## config.mk

```make
export PLATFORM = sky130hd
export DESIGN_NAME = multicycle_ctrl
export DESIGN_NICKNAME = d
export VERILOG_FILES = /design/src/rtl/multicycle_ctrl.sv
export SDC_FILE = /design/constraint.sdc
export NUM_CORES = 1
export LEC_CHECK = 0
export CAP_MARGIN = 20
export CORE_ASPECT_RATIO = 1.75
export CORE_MARGIN = 4
export CORE_UTILIZATION = 39
export DETAILED_ROUTE_END_ITERATION = 8
export PLACE_DENSITY = 0.75
export SETUP_SLACK_MARGIN = 0.02
export SLEW_MARGIN = 10
export SYNTH_ARGS = -nofsm -noshare
export SYNTH_HDL_FRONTEND = slang
export SYNTH_SLANG_ARGS = --single-unit
```

## constraint.sdc

```tcl
create_clock -name clk -period 1.4 [get_ports clk]
set_input_delay 0.42 -clock clk [delete_from_list [all_inputs] [get_ports clk]]
set_output_delay 0.42 -clock clk [all_outputs]
set_load 0.1 [all_outputs]
```

## src/rtl/multicycle_ctrl.sv

```systemverilog
// rtl/multicycle_ctrl.sv - multi-cycle control unit for the 8-bit CPU datapath
//
// Purpose: fetches 16-bit instructions from the instruction ROM over a
// rom_req/rom_ack handshake into an internal IR, then steps the datapath
// through DECODE / EXEC / WB, one FSM step per clock.
//
// Ports:
//   clk, reset         clock (rising edge), asynchronous active-high reset
//   start              IDLE -> FETCH trigger
//   instr, rom_ack     ROM data and its data-valid strobe
//   zero               zero flag from the datapath flip-flop
//   rom_req            instruction fetch request
//   ra1, ra2, wa3      register file addresses (from IR)
//   imm, jaddr, alu_op immediate, jump target, ALU operation (from IR)
//   we3, s_imm         register write enable, write-data select (1 = imm)
//   pc_en, s_jmp       PC load enable, PC select (1 = jaddr)
//   z_load             zero-flag load enable
//   halted, fault      HALT / FAULT status

module multicycle_ctrl #(
  parameter int WAIT_MAX = 15,
  parameter int PC_W     = 10
) (
  input  logic            clk,
  input  logic            reset,
  input  logic            start,
  input  logic [15:0]     instr,
  input  logic            rom_ack,
  input  logic            zero,
  output logic            rom_req,
  output logic [3:0]      ra1,
  output logic [3:0]      ra2,
  output logic [3:0]      wa3,
  output logic [7:0]      imm,
  output logic [PC_W-1:0] jaddr,
  output logic [2:0]      alu_op,
  output logic            we3,
  output logic            s_imm,
  output logic            pc_en,
  output logic            s_jmp,
  output logic            z_load,
  output logic            halted,
  output logic            fault
);

  localparam logic [2:0] S_IDLE   = 3'd0;
  localparam logic [2:0] S_FETCH  = 3'd1;
  localparam logic [2:0] S_DECODE = 3'd2;
  localparam logic [2:0] S_EXEC   = 3'd3;
  localparam logic [2:0] S_WB     = 3'd4;
  localparam logic [2:0] S_HALT   = 3'd5;
  localparam logic [2:0] S_FAULT  = 3'd6;

  // Last FETCH cycle (counted from 0) in which an ack is still accepted.
  localparam logic [7:0] WAIT_LAST = 8'(WAIT_MAX - 1);

  logic [2:0]  state;
  logic [2:0]  state_nxt;
  logic [15:0] ir;
  logic [7:0]  wait_cnt;

  logic [3:0] opc;
  logic       is_alu;
  logic       is_loadi;
  logic       is_j;
  logic       is_jz;
  logic       is_jnz;
  logic       is_halt;
  logic       is_nop;
  logic       is_branch;

  assign opc       = ir[15:12];
  assign is_alu    = ~ir[15];
  assign is_loadi  = (opc == 4'b1000);
  assign is_j      = (opc == 4'b1001);
  assign is_jz     = (opc == 4'b1010);
  assign is_jnz    = (opc == 4'b1011);
  assign is_halt   = (opc == 4'b1110);
  assign is_nop    = (opc == 4'b1111);
  // Instructions that finish in DECODE by loading the PC.
  assign is_branch = is_j | is_jz | is_jnz | is_nop;

  // Instruction fields are always visible, whatever the state.
  assign ra1    = ir[11:8];
  assign ra2    = ir[7:4];
  assign wa3    = ir[3:0];
  assign imm    = ir[11:4];
  assign jaddr  = PC_W'(ir[9:0]);
  assign alu_op = ir[14:12];

  always_comb begin
    state_nxt = state;
    case (state)
      S_IDLE: begin
        if (start) state_nxt = S_FETCH;
      end
      S_FETCH: begin
        // An ack on the final allowed cycle still wins over the timeout.
        if (rom_ack)                     state_nxt = S_DECODE;
        else if (wait_cnt == WAIT_LAST)  state_nxt = S_FAULT;
      end
      S_DECODE: begin
        if (is_alu)         state_nxt = S_EXEC;
        else if (is_loadi)  state_nxt = S_WB;
        else if (is_branch) state_nxt = S_FETCH;
        else if (is_halt)   state_nxt = S_HALT;
        else                state_nxt = S_FAULT;
      end
      S_EXEC:  state_nxt = S_WB;
      S_WB:    state_nxt = S_FETCH;
      S_HALT:  state_nxt = S_HALT;
      S_FAULT: state_nxt = S_FAULT;
      default: state_nxt = S_FAULT;
    endcase
  end

  always_ff @(posedge clk or posedge reset) begin
    if (reset) begin
      state    <= S_IDLE;
      ir       <= '0;
      wait_cnt <= '0;
    end else begin
      state <= state_nxt;
      if (state == S_FETCH && rom_ack) begin
        ir <= instr;
      end
      // Counter only runs while waiting in FETCH; any other state
      // holds it at zero so every FETCH entry starts from a clean count.
      if (state == S_FETCH && !rom_ack) begin
        wait_cnt <= wait_cnt + 8'd1;
      end else begin
        wait_cnt <= '0;
      end
    end
  end

  // Strobes are decoded from state (and IR/zero in DECODE), so an
  // asynchronous reset drops them in the same cycle it is asserted.
  always_comb begin
    rom_req = (state == S_FETCH);
    z_load  = (state == S_EXEC);
    we3     = (state == S_WB) && (wa3 != 4'd0);
    s_imm   = (state == S_WB) && is_loadi;
    pc_en   = (state == S_WB) || ((state == S_DECODE) && is_branch);
    s_jmp   = (state == S_DECODE) &&
              (is_j || (is_jz && zero) || (is_jnz && !zero));
    halted  = (state == S_HALT);
    fault   = (state == S_FAULT);
  end

endmodule

```

# Word level (Yosys, flattened, before mapping)
# Index checks and enable logic that the tools add are counted.
[word_totals]
reg_bits = 27
output_inout_bits = 41
word_cells = 47
in_bits = 21
[op_classes]
reduce_logical = 16
muxes = 9
bitwise_logic = 3
eq_ne = 15
add_sub_neg = 1
[op_table]
columns = ["op", "n"]
rows = [
  ["$eq 4x4->1 const B", 6],
  ["$mux 3", 6],
  ["$pmux 3 s6", 1],
  ["$eq 3x3->1 const B", 3],
  ["$add 8x1->8 const B", 1],
  ["$eq 8x4->1 const B", 1],
  ["$logic_and 1x1->1", 8],
  ["$mux 8", 1],
  ["$eq 3x2->1 const B", 2],
  ["$reduce_bool 4->1", 1],
  ["$eq 3x1->1 const B", 1],
  ["$logic_not 3->1", 1],
  ["$logic_or 1x1->1", 3],
  ["$ne 3x2->1 const B", 1],
  ["$or 1x1->1", 3],
  ["$logic_not 1->1", 2],
  ["$mux 2", 1],
  ["$ne 2x2->1 const B", 1],
  ["$reduce_and 2->1", 1],
]

# Logic depth before layout (Yosys ltp)
[depth]
ltp_word = 8
depth_mapped = 6

# Least setup slack after synthesis
# OpenSTA, ideal clock, no wires.
[synth_timing]
path_kind = "register -> output"
startpoint = "register state[1]"
endpoint = "output port s_imm"
t_arrival_ns = 3.556
path_stages_with_launch = 5
slack_ns = -2.576
cell_sequence = "dfrtp_1 -> buf_4 -> nor2b_1 -> nand2b_1 -> nor4_1"
[synth_via]
elab_chain_cells = 2
[synth_rtl]
columns = ["item", "line", "rtl"]
rows = [
  ["start, declared", "57", "logic [2:0] state;"],
  ["start signal, assigned", "123", "state <= state_nxt;"],
  ["$eq 3x3->1", "143", "s_imm = (state == S_WB) && is_loadi;"],
  ["$logic_and 1x1->1", "143", ""],
  ["end, declared", "38", "output logic s_imm,"],
]
# No other way between the ends.

# Worst setup path after layout
[layout_timing]
startpoint = "register state[2]"
endpoint = "output port pc_en"
[layout_via]
elab_chain_cells = 3
[layout_rtl]
columns = ["item", "line", "rtl"]
rows = [
  ["$eq 3x2->1", "144", "pc_en = (state == S_WB) || ((state == S_DECODE) && is_branch);"],
  ["$logic_and 1x1->1", "144", ""],
  ["$logic_or 1x1->1 (*)", "144", ""],
  ["end, declared", "39", "output logic pc_en,"],
]
# Every way passes the cells marked *; elsewhere a longest branch is shown, timed or not.

==> impl_metrics.env <==
export IMPL_routed_via_density=5.031
export IMPL_dr_pass1_iters=4
export IMPL_post_route_min_period_ps=1897
export IMPL_hp_class="input port to async pin"
export IMPL_port_buffers=61
export IMPL_syn_cell_area_sq_mm=0.001602
export IMPL_violations="negative setup slack"
export IMPL_arrival_ps=1480
export IMPL_htree_levels=1
export IMPL_cts_root_buf="clkbuf_8"
export IMPL_synth_xor_area_share_pct=3.281
export IMPL_pre_cts_ws_ps=-537.0
export IMPL_yosysSeqAreaShare_pct=42.19
export IMPL_fillCellCount=245
export IMPL_syn_num_nets=168
export IMPL_max_freq_ghz=0.5271
export IMPL_dp_cells=248
export IMPL_rows=30
export IMPL_cts_tree="built"
export IMPL_fin_skew_ps=12.85
export IMPL_post_dp_cell_area_sq_mm=0.002754
export IMPL_diodes=0
export IMPL_fin_nets=235
export IMPL_fp_coreArea_sq_mm=0.003941
export IMPL_clk_pin_slew_ps=100
export IMPL_syn_to_final_growth_pct=86.87
export IMPL_status="finished, violations left"
export IMPL_critPathSlowestCell="dfrtp_2"
export IMPL_synth_top_family_by_area="buffers and inverters"
export IMPL_synthAdderAreaFrac_pct=1.563
export IMPL_ys_ff_latch=27
export IMPL_setup_viol_count_final=40
export IMPL_worst_path_buf_inv=2
export IMPL_num_vias=1303
export IMPL_cp_top_family="flip-flops"
export IMPL_final_period_utilization_pct=135.5
export IMPL_grt_remaining_overflow=0
export IMPL_r2r_start="state[1]"
export IMPL_synthSimpleGateAreaFrac_pct=15.39
export IMPL_setup_worst_path_start_class="flip-flop"
export IMPL_worst_setup_path_type="flip-flop to output port"
export IMPL_ctsHoldBuffers=0
export IMPL_gp_congestion=0.8055
export IMPL_grt_pass1_wl_um=7790
export IMPL_drtIter0Drc=48
export IMPL_track_usage_pct=19.08
export IMPL_grt_max_degree=26
export IMPL_clockBufferDepth=2
export IMPL_crit_path_cell_trace="nand4bb_1 -> buf_4 -> o21ai_4 -> buf_12"
export IMPL_path_max_fanout=4
export IMPL_die_w_um=56.44
export IMPL_io_pins=62
export IMPL_grt_pass1_vias=1490
export IMPL_insertion_delay_ps=280
export IMPL_antenna_found_initial=0
export IMPL_slew_viol_final=0
export IMPL_final_cell_area_sq_mm=0.002993
export IMPL_max_stage_delay_ps=450
export IMPL_cts_sinks=27
export IMPL_syn_avg_cell_area_sq_um=11.05
export IMPL_yosysWarningCount=0
export IMPL_start_util_pct=40.63
export IMPL_synth_cells=145
export IMPL_cp_required_ps=980
export IMPL_finalHoldViolCount=0
export IMPL_drc=0
export IMPL_cts_inserted_buffers=3
export IMPL_ff2ff_path_depth=6
export IMPL_drive_above_1_share_pct=64.93
export IMPL_rsz0062_at_grt="yes"
export IMPL_drv_cap=0
export IMPL_ant_nets=0
export IMPL_synth_compound_area_share_pct=3.984
export IMPL_dp_hpwl_um=3379
export IMPL_fin_ws_ps=-497.3
export IMPL_relSlewSlack_pct=81.48
export IMPL_avgRoutedWirePerCell_um=18.66
export IMPL_fp_dieH_um=92.77
export IMPL_reg2reg_slack_ps=-400
export IMPL_ys_types=30
export IMPL_tightest_slew_ps=275.7
export IMPL_die_area_sq_mm=0.005236
export IMPL_final_cell_count_no_fill=259
export IMPL_r2r_end="ir[15]"
export IMPL_synthMuxAreaShare_pct=13.59
export IMPL_drt_wl_total_um=4834
export IMPL_worst_setup_path_end_kind="output port"
[synthesized netlist by cell type]
master | instances | area, sq um
buf_4 | 35 | 262.8
dfrtp_1 | 27 | 675.7
mux2_4 | 10 | 150.1
nor2_1 | 10 | 37.54
a21oi_1 | 6 | 30.03
mux2_2 | 6 | 67.56
nand2b_1 | 6 | 37.54
xor2_1 | 5 | 43.79
nand3_1 | 4 | 20.02
nor2b_1 | 4 | 25.02
o21ai_0 | 4 | 20.02
inv_1 | 3 | 11.26
and2_1 | 2 | 12.51
and3b_1 | 2 | 17.52
ha_1 | 2 | 25.02
nand2_1 | 2 | 7.510
nand4_1 | 2 | 12.51
nor4_1 | 2 | 12.51
or3_1 | 2 | 12.51
a211oi_1 | 1 | 7.510
a31oi_1 | 1 | 6.260
and2_4 | 1 | 8.760
buf_12 | 1 | 20.02
buf_6 | 1 | 11.26
buf_8 | 1 | 15.01
nand4bb_1 | 1 | 11.26
nor3_1 | 1 | 5.000
nor3b_1 | 1 | 7.510
nor3b_4 | 1 | 18.77
xnor2_1 | 1 | 8.760
[what timing repair did]
action | in CTS | in global routing
hold endpoints to repair | 0 | 0
setup endpoints to repair | 58 | 66
pin swaps | 7 | 5
buffers inserted | 10 | 3
resized for setup | 40 | 7
cloned | 1 | 0
[logic make-up (layout without fill, tap and decap cells)]
| logic type | count (synthesis) | after routing |
|---|---|---|
| buffers and inverters | 41 | 107 |
| adders and majority gates | 2 | 2 |
| muxes | 16 | 16 |
| xor gates and xnor gates | 6 | 6 |
| AOI/OAI and AO/OA | 12 | 12 |
| DFF | 27 | 27 |
| and+or+nand+nor | 41 | 41 |
[worst max path at each step]
stage | from | endpoint | slack (ps) | cells past startpoint
final | state[2] | pc_en | -500 | 4
after global routing | state[2] | pc_en | -520 | 4
after CTS | state[1] | rom_req | -470 | 4
after detailed placement | zero | s_jmp | -540 | 5
after global placement | zero | s_jmp | -520 | 5
after floorplan | state[1] | ir[0] | -920 | 6
[layout make-up]
type	instances	area [sq um]	area share, %
timing repair buffer	100	1415	47.28
multi-input combinational	77	765.7	25.59
sequential	27	691.9	23.12
tap	48	60.06	2.007
clock buffer	3	41.29	1.380
inverter	3	11.26	0.3763
clock inverter	1	7.507	0.2508
[worst reg2reg max path, cell delays in order, from the launching register on]
cell     delay, ps
dfrtp_2        490
buf_6          150
nor3b_4        220
buf_4          170
and2_4         190
buf_6          150
mux2_4         310
[layer usage]
layer	vias up	wire (um)	GRT usage, %
li1	581	-	-
met2	53	2944	39.77
met4	0	100	5.743
met5	-	0	0
met1	658	1585	18.12
met3	11	204	2.510
[stage by stage]
step,setup TNS (ps),util (%),hold WS (ps)
after global routing,-12070,75.94,326.6
after CTS,-8223,76.54,324.5
final,-10620,75.94,323.2
after floorplan,-21850,-,472.6
after detailed placement,-7413,69.87,550.7
after global placement,-6909,69.87,520.2
[registers in the layout, summed over array words and instances, names as in the netlist]
name and count:
wait_cnt 8, state 3, ir 16
[cell usage in the layout, fill, tap and decap left out, drive strengths merged]
master | Yosys | routed
nand3 | 4 | 4
xnor2 | 1 | 1
nand2b | 6 | 6
and3b | 2 | 2
clkinvlp | 0 | 1
a21oi | 6 | 6
ha | 2 | 2
inv | 3 | 3
buf | 38 | 80
a31oi | 1 | 1
a211oi | 1 | 1
or3 | 2 | 2
dlygate4sd2 | 0 | 1
nor4 | 2 | 2
nor3 | 1 | 1
mux2 | 16 | 16
nand4 | 2 | 2
xor2 | 5 | 5
nand2 | 2 | 2
dfrtp | 27 | 27
clkdlybuf4s50 | 0 | 19
and2 | 3 | 3
nor2b | 4 | 4
nand4bb | 1 | 1
nor2 | 10 | 10
clkbuf | 0 | 3
nor3b | 2 | 2
o21ai | 4 | 4
Power is left out: the tool's default activity adds up to more than one toggle a clock period on the data nets, which glitch-free logic cannot reach.
